## src/rtl/l2_prefetcher.sv

```systemverilog
// Next-line prefetch engine beside the L2: fetches the block after each demand miss
// and offers it to the L2. Define L2_PF_FILTER_EN to drop repeat candidates of the last fetch.
module l2_prefetcher #(
  parameter int ADDR_W   = 16,
  parameter int BLOCK_W  = 128,
  parameter int OFFSET_W = 4
) (
  input  logic               clk,
  input  logic               reset,
  input  logic               l2_miss_valid,
  input  logic [ADDR_W-1:0]  l2_miss_address,
  input  logic               dont_prefetch,
  output logic               prefetch_ready,
  output logic               prefetch_busy,
  output logic [ADDR_W-1:0]  prefetch_address,
  output logic [BLOCK_W-1:0] prefetch_wdata,
  output logic               pf_pmem_read,
  output logic [ADDR_W-1:0]  pf_pmem_address,
  input  logic               pf_pmem_resp,
  input  logic [BLOCK_W-1:0] pf_pmem_rdata,
  output logic [15:0]        prefetch_count
);

  // state | meaning
  // IDLE  | waiting for a candidate and a free pmem port
  // FETCH | own the pmem port, read outstanding at fetch_addr
  // HOLD  | block held and offered to the L2 until it accepts
  typedef enum logic [1:0] {IDLE, FETCH, HOLD} state_t;

  localparam int TAG_W = ADDR_W - OFFSET_W;

  state_t            state;
  logic              cand_valid;
  logic [ADDR_W-1:0] cand_addr;
  logic [ADDR_W-1:0] fetch_addr;
  logic [TAG_W:0]    next_tag;
  logic [ADDR_W-1:0] next_addr;
  logic              cap_ok;
  logic              miss_offset_unused;

  // The extra top bit of next_tag is the carry out of the last block in memory.
  assign next_tag  = {1'b0, l2_miss_address[ADDR_W-1:OFFSET_W]} + {{TAG_W{1'b0}}, 1'b1};
  assign next_addr = {next_tag[TAG_W-1:0], {OFFSET_W{1'b0}}};
  assign miss_offset_unused = ^l2_miss_address[OFFSET_W-1:0];

`ifdef L2_PF_FILTER_EN
  logic [ADDR_W-1:0] last_addr;
  logic              last_valid;
  assign cap_ok = l2_miss_valid && !next_tag[TAG_W] && !(last_valid && (last_addr == next_addr));
`else
  assign cap_ok = l2_miss_valid && !next_tag[TAG_W];
`endif

  assign pf_pmem_address = fetch_addr;

  always_ff @(posedge clk) begin
    if (!reset) begin
      state            <= IDLE;
      cand_valid       <= 1'b0;
      cand_addr        <= '0;
      fetch_addr       <= '0;
      prefetch_ready   <= 1'b0;
      prefetch_busy    <= 1'b0;
      pf_pmem_read     <= 1'b0;
      prefetch_address <= '0;
      prefetch_wdata   <= '0;
      prefetch_count   <= '0;
`ifdef L2_PF_FILTER_EN
      last_addr        <= '0;
      last_valid       <= 1'b0;
`endif
    end else begin
      case (state)
        IDLE: begin
          if (cand_valid && !dont_prefetch) begin
            state         <= FETCH;
            fetch_addr    <= cand_addr;
            cand_valid    <= 1'b0;
            pf_pmem_read  <= 1'b1;
            prefetch_busy <= 1'b1;
`ifdef L2_PF_FILTER_EN
            last_addr     <= cand_addr;
            last_valid    <= 1'b1;
`endif
          end
        end
        FETCH: begin
          if (pf_pmem_resp) begin
            state            <= HOLD;
            prefetch_wdata   <= pf_pmem_rdata;
            prefetch_address <= fetch_addr;
            pf_pmem_read     <= 1'b0;
            prefetch_busy    <= 1'b0;
            prefetch_ready   <= 1'b1;
          end
        end
        HOLD: begin
          if (!dont_prefetch) begin
            state          <= IDLE;
            prefetch_ready <= 1'b0;
            if (prefetch_count != 16'hFFFF)
              prefetch_count <= prefetch_count + 16'd1;
          end
        end
        default: state <= IDLE;
      endcase
      // Written after the FSM so a same-edge miss wins over the clear on FETCH entry.
      if (cap_ok) begin
        cand_addr  <= next_addr;
        cand_valid <= 1'b1;
      end
    end
  end

endmodule

```

## config.mk

```make
export PLATFORM = sky130hd
export DESIGN_NAME = l2_prefetcher
export DESIGN_NICKNAME = d
export VERILOG_FILES = /design/src/rtl/l2_prefetcher.sv
export SDC_FILE = /design/constraint.sdc
export NUM_CORES = 1
export LEC_CHECK = 0
export ABC_AREA = 1
export CAP_MARGIN = 20
export CELL_PAD_IN_SITES_DETAIL_PLACEMENT = 1
export CELL_PAD_IN_SITES_GLOBAL_PLACEMENT = 1
export CORE_ASPECT_RATIO = 2
export CORE_MARGIN = 3
export CORE_UTILIZATION = 31
export DETAILED_ROUTE_END_ITERATION = 8
export PLACE_DENSITY_LB_ADDON = 0.1
export SLEW_MARGIN = 15
export SYNTH_ARGS = -nofsm -noshare
export SYNTH_HDL_FRONTEND = slang
export SYNTH_SLANG_ARGS = --single-unit
```

## constraint.sdc

```tcl
create_clock -name clk -period 3.23 [get_ports clk]
set_input_delay 0.4845 -clock clk [delete_from_list [all_inputs] [get_ports clk]]
set_output_delay 0.4845 -clock clk [all_outputs]
set_load 0.005 [all_outputs]
```

==> Word-level counts from Yosys, hierarchy flattened <==
Cells that the tools add are included.
Widths: inputs -> output; s select.
{ "totals": {"in_bits": 149, "elab_cells": 47, "ff_bits": 185} }
{ "op_classes": {"muxes": 13, "add_sub_neg": 2, "reduce_logical": 16, "n_eq_ne": 6, "bitwise_logic": 1} }
{ "ops": {"columns": ["operator", "n"], "rows": [
  ["$add 16x1->16 const B", 1],
  ["$ne 16x16->1 const B", 1],
  ["$add 12x1->13 const B", 1],
  ["$reduce_and 3->1", 4],
  ["$reduce_bool 2->1", 4],
  ["$mux 1", 7],
  ["$mux 2", 3],
  ["$ne 2x2->1 const B", 3],
  ["$pmux 2 s3", 1],
  ["$reduce_and 2->1", 3],
  ["$pmux 1 s2", 2],
  ["$eq 2x1->1 const B", 1],
  ["$eq 2x2->1 const B", 1],
  ["$logic_and 1x1->1", 2],
  ["$logic_not 1->1", 2],
  ["$logic_not 2->1", 1],
  ["$not 1->1", 1]
]} }

==> Longest topological paths before layout <==
Gate-level depths: netlist of run 1.
{ "depth": {"word_depth": 5, "depth_mapped": 10} }

==> Worst setup path after synthesis of run 1 <==
OpenSTA, ideal clock, no wires.
{ "synth_timing": {"kind": "input to register", "from": "input port l2_miss_address[4]", "to": "register cand_addr[14]", "arrival_time_ns": 1.356, "cell_stages": 9, "n_path_buf": 1, "t_required_ns": 3.115, "setup_slack_ns": 1.759, "path_cell_list": "ha_1 -> nand2_1 -> nor2_2 -> nand3_1 -> nand2_2 -> inv_2 -> buf_6 -> o21ai_1 -> nor2_1"} }
{ "synth_between": {"elab_chain_len": 3} }
{ "synth_rtl": {"columns": ["item", "line", "source"], "rows": [
  ["start: declaration", "11", "input logic [ADDR_W-1:0] l2_miss_address,"],
  ["$add 12x1->13 *", "42", "assign next_tag = {1'b0, l2_miss_address[ADDR_W-1:OFFSET_W]} + {{TAG_W{1'b0}}, 1'b1};"],
  ["$logic_not 1->1", "51", "assign cap_ok = l2_miss_valid && !next_tag[TAG_W];"],
  ["$logic_and 1x1->1", "51", null],
  ["end signal: assignment", "109", "cand_addr <= next_addr;"],
  ["end: declaration", "34", "logic [ADDR_W-1:0] cand_addr;"]
]} }
Every way passes the cells marked *; elsewhere a longest branch is shown, timed or not.
A chain may end at the register's enable or synchronous reset.

==> Worst setup path after layout of run 1 <==
{ "layout_timing": {"from": "input port pf_pmem_resp", "to": "register prefetch_wdata[110]"} }
{ "layout_between": {"elab_chain_len": 1} }
{ "layout_rtl": {"columns": ["item", "line", "source"], "rows": [
  ["start: declaration", "19", "input logic pf_pmem_resp,"],
  ["$reduce_and 2->1 (no source line)", null, null],
  ["end signal: assignment", "90", "prefetch_wdata <= pf_pmem_rdata;"],
  ["end: declaration", "16", "output logic [BLOCK_W-1:0] prefetch_wdata,"]
]} }
No other way between the ends.

==> impl_metrics.toml, run 1 <==
[route]
drtAntennaViolNets = 0
first_iter_violations = 290
totalWireLength_um = 25000
vias = 7108
wl_per_cell_um = 16.5
viasPerCell = 4.68
firstDrtPassIters = 4
drc = 0

[grt]
grt_pass1_wl_um = 38300
antenna_found_initial = 3
first_global_vias = 7056
track_usage_pct = 19.5
overflow = 0
grt_max_degree = 135

[critical_path]
cp-end-kind = "register"
r2r-start = "state[1]"
critical_path_class = "input port to register"
cp-start-kind = "input port"
worst_r2r_path_depth = 6
worst-path-max-fanout = 54
timing.rr.end = "prefetch_wdata[110]"
critical_path_required_ps = 3590
arrival_ps = 2300
ff2ff_setup_slack_ps = 1380

[final_layout]
drive_above_1_share_pct = 4.13
syn_to_final_growth_pct = 53.1
seqCellArea_mm2 = 0.00370
fin_nets = 1378
multi_input_area_mm2 = 0.00266
num-fill-cells = 2790

[hold_path]
hold_start = "prefetch_wdata[13]"
hold-path-cell-count = 2
hold_end = "prefetch_wdata[13]"
hold_class = "register to register"

[clock_tree]
root_buffer = "clkbuf_16"
path_clk_slew_ps = 60
cts_buffers = 17
cts_tree = "yes"
cts_buffer_depth = 2
clock_sinks = 185
clock_latency_ps = 430
ctsResizeCount = 0
ctsHtreeMaxLevel = 4
cts_setup_buffers = 0
ctsHoldBuffers = 0

[synthesis]
seq_area_frac_synth_pct = 51.1
synth_area_mm2 = 0.00725
synth_area_per_cell_um2 = 7.69
synth_cell_types = 30
synth_warnings = 0
syn_inst = 943
ys_ff_latch = 185

[status]
outcome = "completed"

[floorplan]
coreArea_mm2 = 0.0228
ios = 328
die-height_um = 222
die_w_um = 114
start_util_pct = 31.7
die_area_mm2 = 0.0254
rows = 78

[power_and_ir_drop]
vdd_drop_max_uv = 351
p_leak_nw = 3.96
total_power_mw = 4.95
power.density_mw_per_mm2 = 446

[sta]
hold_viol_final = 0
fin_skew_ps = 5.97
worst_pin_slew_ps = 628
finalSetupViolations = 0
min_period_over_period_pct = 60.2
fmax_mhz = 514
rsz0062_at_grt = "false"
maxSlewViolCount = 0
fin_tns_setup_ps = 0
fin_crit_ps = 1950
relSlewSlack_pct = 58.1

[place]
gp_congestion = 0.772
io_buffers = 315
dp_hpwl_um = 19000

[flow_run]
maxCapViolations = 0
==> cell usage after synthesis <==
master    number  share of area [%]
nor2_8         1               0.28
buf_2         23                1.6
nor2_1        75                3.9
o21ai_0      163                 11
nand2_1       70                3.6
inv_2          3               0.16
nor2_2         3               0.26
inv_1        160                8.3
o21ai_1        1              0.069
nor3b_1        1               0.10
nor2_4         3               0.47
xor2_1         6               0.72
or2_0          1              0.086
clkbuf_1      29                1.5
nand3_1       25                1.7
buf_4         11                1.1
nand4_1        4               0.35
nand3b_1       4               0.41
a21oi_1      158                 11
nor3_1         1              0.069
nand2_2        4               0.35
a21oi_2        2               0.24
buf_6          1               0.16
nand2_4        1               0.16
dfxtp_1      185                 51
ha_1           2               0.35
o21bai_1       1               0.10
nand4_4        1               0.29
conb_1         1              0.052
xnor2_1        3               0.36
==> logic make-up (layout without fill, tap and decap cells) <==
logic type	Yosys count	count (layout)	share of synthesized area, %
AO/OA/AOI/OAI	325	325	22.6
flip-flops	185	185	51.1
buffers and inverters	227	513	12.8
AND/OR/NAND/NOR	194	194	12.0
other	1	12	0.0517
XOR/XNOR	9	9	1.09
adder cells (fa/ha/maj)	2	2	0.345
==> final cells by class <==
type,count,share of cell area [%]
repair buffers,322,29.2
clock buffers,24,4.34
well taps,280,3.16
inverters,163,5.51
flip-flops and latches,185,33.4
diodes,4,0.0902
multi-input cells,538,23.9
clock inverters,4,0.406
==> power by group <==
part / switching, mW / total [mW] / internal, mW
logic: 0.237 / 0.585 / 0.348
clock network: 0.848 / 1.95 / 1.10
registers: 0.0454 / 2.41 / 2.37
total: 1.13 / 4.95 / 3.82
==> how the worst max path moves through the flow <==
stage	slack (ps)	depth (start not counted)	to	from
2_1_floorplan	1760	9	cand_addr[14]	l2_miss_address[4]
3_3_place_gp	870	6	prefetch_wdata[86]	pf_pmem_resp
3_5_place_dp	810	6	prefetch_address[9]	pf_pmem_resp
4_1_cts	1250	1	prefetch_count[4]	prefetch_count[4]
5_1_grt	1080	6	prefetch_wdata[111]	pf_pmem_resp
6_report	1280	6	prefetch_wdata[110]	pf_pmem_resp
==> layout by cell type, fill, tap and decap left out, drive strengths merged, types with 2 or more instances in the layout <==
| cell | instances |
|---|---|
| nand3 | 25 |
| nand4 | 5 |
| clkbuf | 24 |
| buf | 8 |
| inv | 163 |
| a21oi | 160 |
| nand3b | 4 |
| conb | 8 |
| nor2 | 82 |
| diode | 4 |
| xnor2 | 3 |
| ha | 2 |
| xor2 | 6 |
| clkdlybuf4s50 | 314 |
| dfxtp | 185 |
| clkinv | 3 |
| o21ai | 164 |
| nand2 | 75 |
==> layer usage <==
metal  vias up  track usage [%]  wire (µm)  part of all wire (%)
met5         -                0          0                     0
met1      3296             19.2       8910                    36
met4         0             8.44        755                   3.0
li1       3560                -          -                     -
met3        40             5.83       1600                   6.4
met2       212             36.6      13700                    55
==> worst max-delay path, cell delays in order <==
cell             delay (ps)
clkdlybuf4s50_1         460
nand3_4                 340
buf_12                  270
buf_4                   410
o21ai_0                 140
a21oi_1                 170
==> metrics by stage <==
step / hold WS, ps / std cells / worst slack, ps / cell area, µm² / util (%)
after floorplan: 440 / 950 / 1760 / 7280 / -
after global placement: 430 / 1488 / 865 / 10600 / 46.3
after detailed placement: 434 / 1488 / 812 / 10600 / 46.3
after CTS: 444 / 1516 / 1250 / 11100 / 48.6
after global routing: 457 / 1519 / 1080 / 11100 / 48.6
final: 441 / 1520 / 1280 / 11100 / 48.6
==> registers in the layout (all words and copies together) (netlist names), 2 cells and up <==
register,flops
cand_addr,12
pf_pmem_address,12
prefetch_address,12
prefetch_count,16
prefetch_wdata,128
state,2
Note: power is estimated with default switching activity, not from simulation.
==> inputs of run 2 (changes only) <==
- CORE_UTILIZATION: 31 -> 26
- clock period: 3.23 -> 1.6 ns (I/O delays scaled with it)
==> impl_metrics.toml, run 2 (same netlist as run 1, synthesis figures left out) <==
[status]
outcome = "completed"

[clock_tree]
clock_sinks = 185
clock_latency_ps = 450
ctsHoldBuffers = 0
cts_buffers = 17
root_buffer = "clkbuf_16"
cts_tree = "yes"
path_clk_slew_ps = 70
cts_buffer_depth = 2
ctsHtreeMaxLevel = 4

[route]
wl_per_cell_um = 16.4
drc = 0
vias = 7321
totalWireLength_um = 26900
first_iter_violations = 215
drtAntennaViolNets = 0
firstDrtPassIters = 4
viasPerCell = 4.45

[final_layout]
num-fill-cells = 3317
final_core_util_pct = 43.9
fin_area_mm2 = 0.0119
top_register = "prefetch_wdata"
fin_nets = 1435
top_regs = "prefetch_wdata: 128 flops, prefetch_count: 16 flops"
largest_reg_flops = 128
final_common_cell = "clkdlybuf4s50_1"
syn_to_final_growth_pct = 64.7
post_layout_nonfiller_instances = 1645
drive_above_1_share_pct = 11.1
n_antenna_cell = 0
final_cell_mix = "223 x clkdlybuf4s50_1, 163 x o21ai_0, 160 x inv_1"

[sta]
relSlewSlack_pct = 55.6
maxSlewViolCount = 0
worst_pin_slew_ps = 665
finalSetupViolations = 0
worst_slack_ps = 41.0
fmax_mhz = 641
whs_ps = 145
min_period_over_period_pct = 97.4
fin_tns_setup_ps = 0
fin_skew_ps = 9.96
rsz0062_at_grt = "true"
hold_viol_final = 0
fin_crit_ps = 1560

[critical_path]
timing.rr.end = "prefetch_count[14]"
critical_path.top_delay_family = "buffers and inverters"
worst-path-stages = 1
cp_slowest_stage_delay_ps = 540
critical_path_required_ps = 1360
cp-end-kind = "output port"
worst-path-max-fanout = 2
cp_slowest_cell = "clkdlybuf4s50_1"
cp-start-kind = "register"
cp-endpoint = "prefetch_wdata[92]"
critical_path_class = "register to output port"
crit_chain = "clkdlybuf4s50_1"
startpoint = "prefetch_wdata[92]"
r2r-start = "prefetch_count[0]"
crit_buf_inv = 1
ff2ff_setup_slack_ps = 90
worst_r2r_path_depth = 10
arrival_ps = 1320

[power_and_ir_drop]
vdd_drop_max_uv = 752
p_leak_nw = 5.41
power_frac_comb_pct = 11.8
power.switching_mw = 2.48
total_power_mw = 10.5
power.density_mw_per_mm2 = 882
swShare_pct = 23.6
p_int_mw = 8.05
power_frac_clock_pct = 42.0
seqPwrFrac_pct = 46.2

[place]
place_area_mm2 = 0.0112
dp_hpwl_um = 20700
dpl_worst_slack_ps = -215
gp_congestion = 0.775
dpl.cell_count = 1609
io_buffers = 315

[grt]
grt_util_met2_pct = 34.4
grt-busiest-layer = "met2"
grt_use_met1_pct = 16.8
grt_pass1_wl_um = 40700
track_usage_pct = 17.8
grt_max_degree = 56
first_global_vias = 7474
met3_usage_pct = 5.58
antenna_found_initial = 0
overflow = 0

[flow_run]
maxCapViolations = 0

[floorplan]
die-height_um = 242
start_util_pct = 26.6
ios = 328
die_area_mm2 = 0.0300
die_w_um = 124
rows = 85
coreArea_mm2 = 0.0272

[hold_path]
hold_class = "input port to register"
[run 2: changes by cell type in the layout (fill, tap and decap cells not counted), moves of 3 or more]
cell,delta
dlygate4sd2_1,+43
buf_12,+10
buf_4,+45
clkbuf_1,-3
dfxtp_1,-26
diode_2,-4
dlymetal6s2s_1,+48
clkdlybuf4s50_1,-91
dfxtp_4,+5
dfxtp_2,+21
[run 2: worst reg2reg max path, stage by stage (launching register included)]
cell and delay, ps:
dfxtp_2 340, buf_6 100, ha_4 130, nand2_2 60
nor2_4 170, nand2_2 90, nor2_1 110, nor2_1 50
buf_4 150, a21oi_1 130, nor2_1 60
[run 2: routing by layer]
layer / share of wire [%] / wire [µm]
met1: 34 / 9210
met2: 56 / 15200
met3: 7.0 / 1880
met4: 2.6 / 695
met5: 0 / 0
[run 2: power groups by stage]
stage               Sequential (mW)  Combinational [mW]  Clock, mW
floorplan                      4.98               0.412          0
global placement               4.98                1.27          0
detailed placement             4.98                1.29          0
CTS                            4.87                1.28       4.60
global route                   4.89                1.38       4.78
finish                         4.87                1.24       4.42
[run 2: how the worst min path moves through the flow]
stage	to	cells past startpoint	from
2_1_floorplan	state[1]	2	dont_prefetch
3_3_place_gp	prefetch_wdata[61]	2	prefetch_wdata[61]
3_5_place_dp	prefetch_address[15]	2	prefetch_address[15]
4_1_cts	pf_pmem_address[4]	3	reset
5_1_grt	cand_addr[8]	3	reset
6_report	pf_pmem_address[6]	3	reset
[run 2: repair_timing]
| item | 4_1_cts | 5_1_grt |
|---|---|---|
| setup endpoints to repair | 56 | 68 |
| hold endpoints to repair | 0 | 0 |
| gates resized for setup | 71 | 57 |
| pin swaps | 0 | 4 |
| buffers inserted | 4 | 1 |
[run 2: layout make-up]
type	count	area [µm²]	area share, %
clock buffer	20	457	3.82
tap	348	435	3.65
clock inverter	12	148	1.24
inverter	163	612	5.12
sequential	185	3750	31.4
timing repair buffer	379	3870	32.4
multi-input combinational	538	2670	22.4
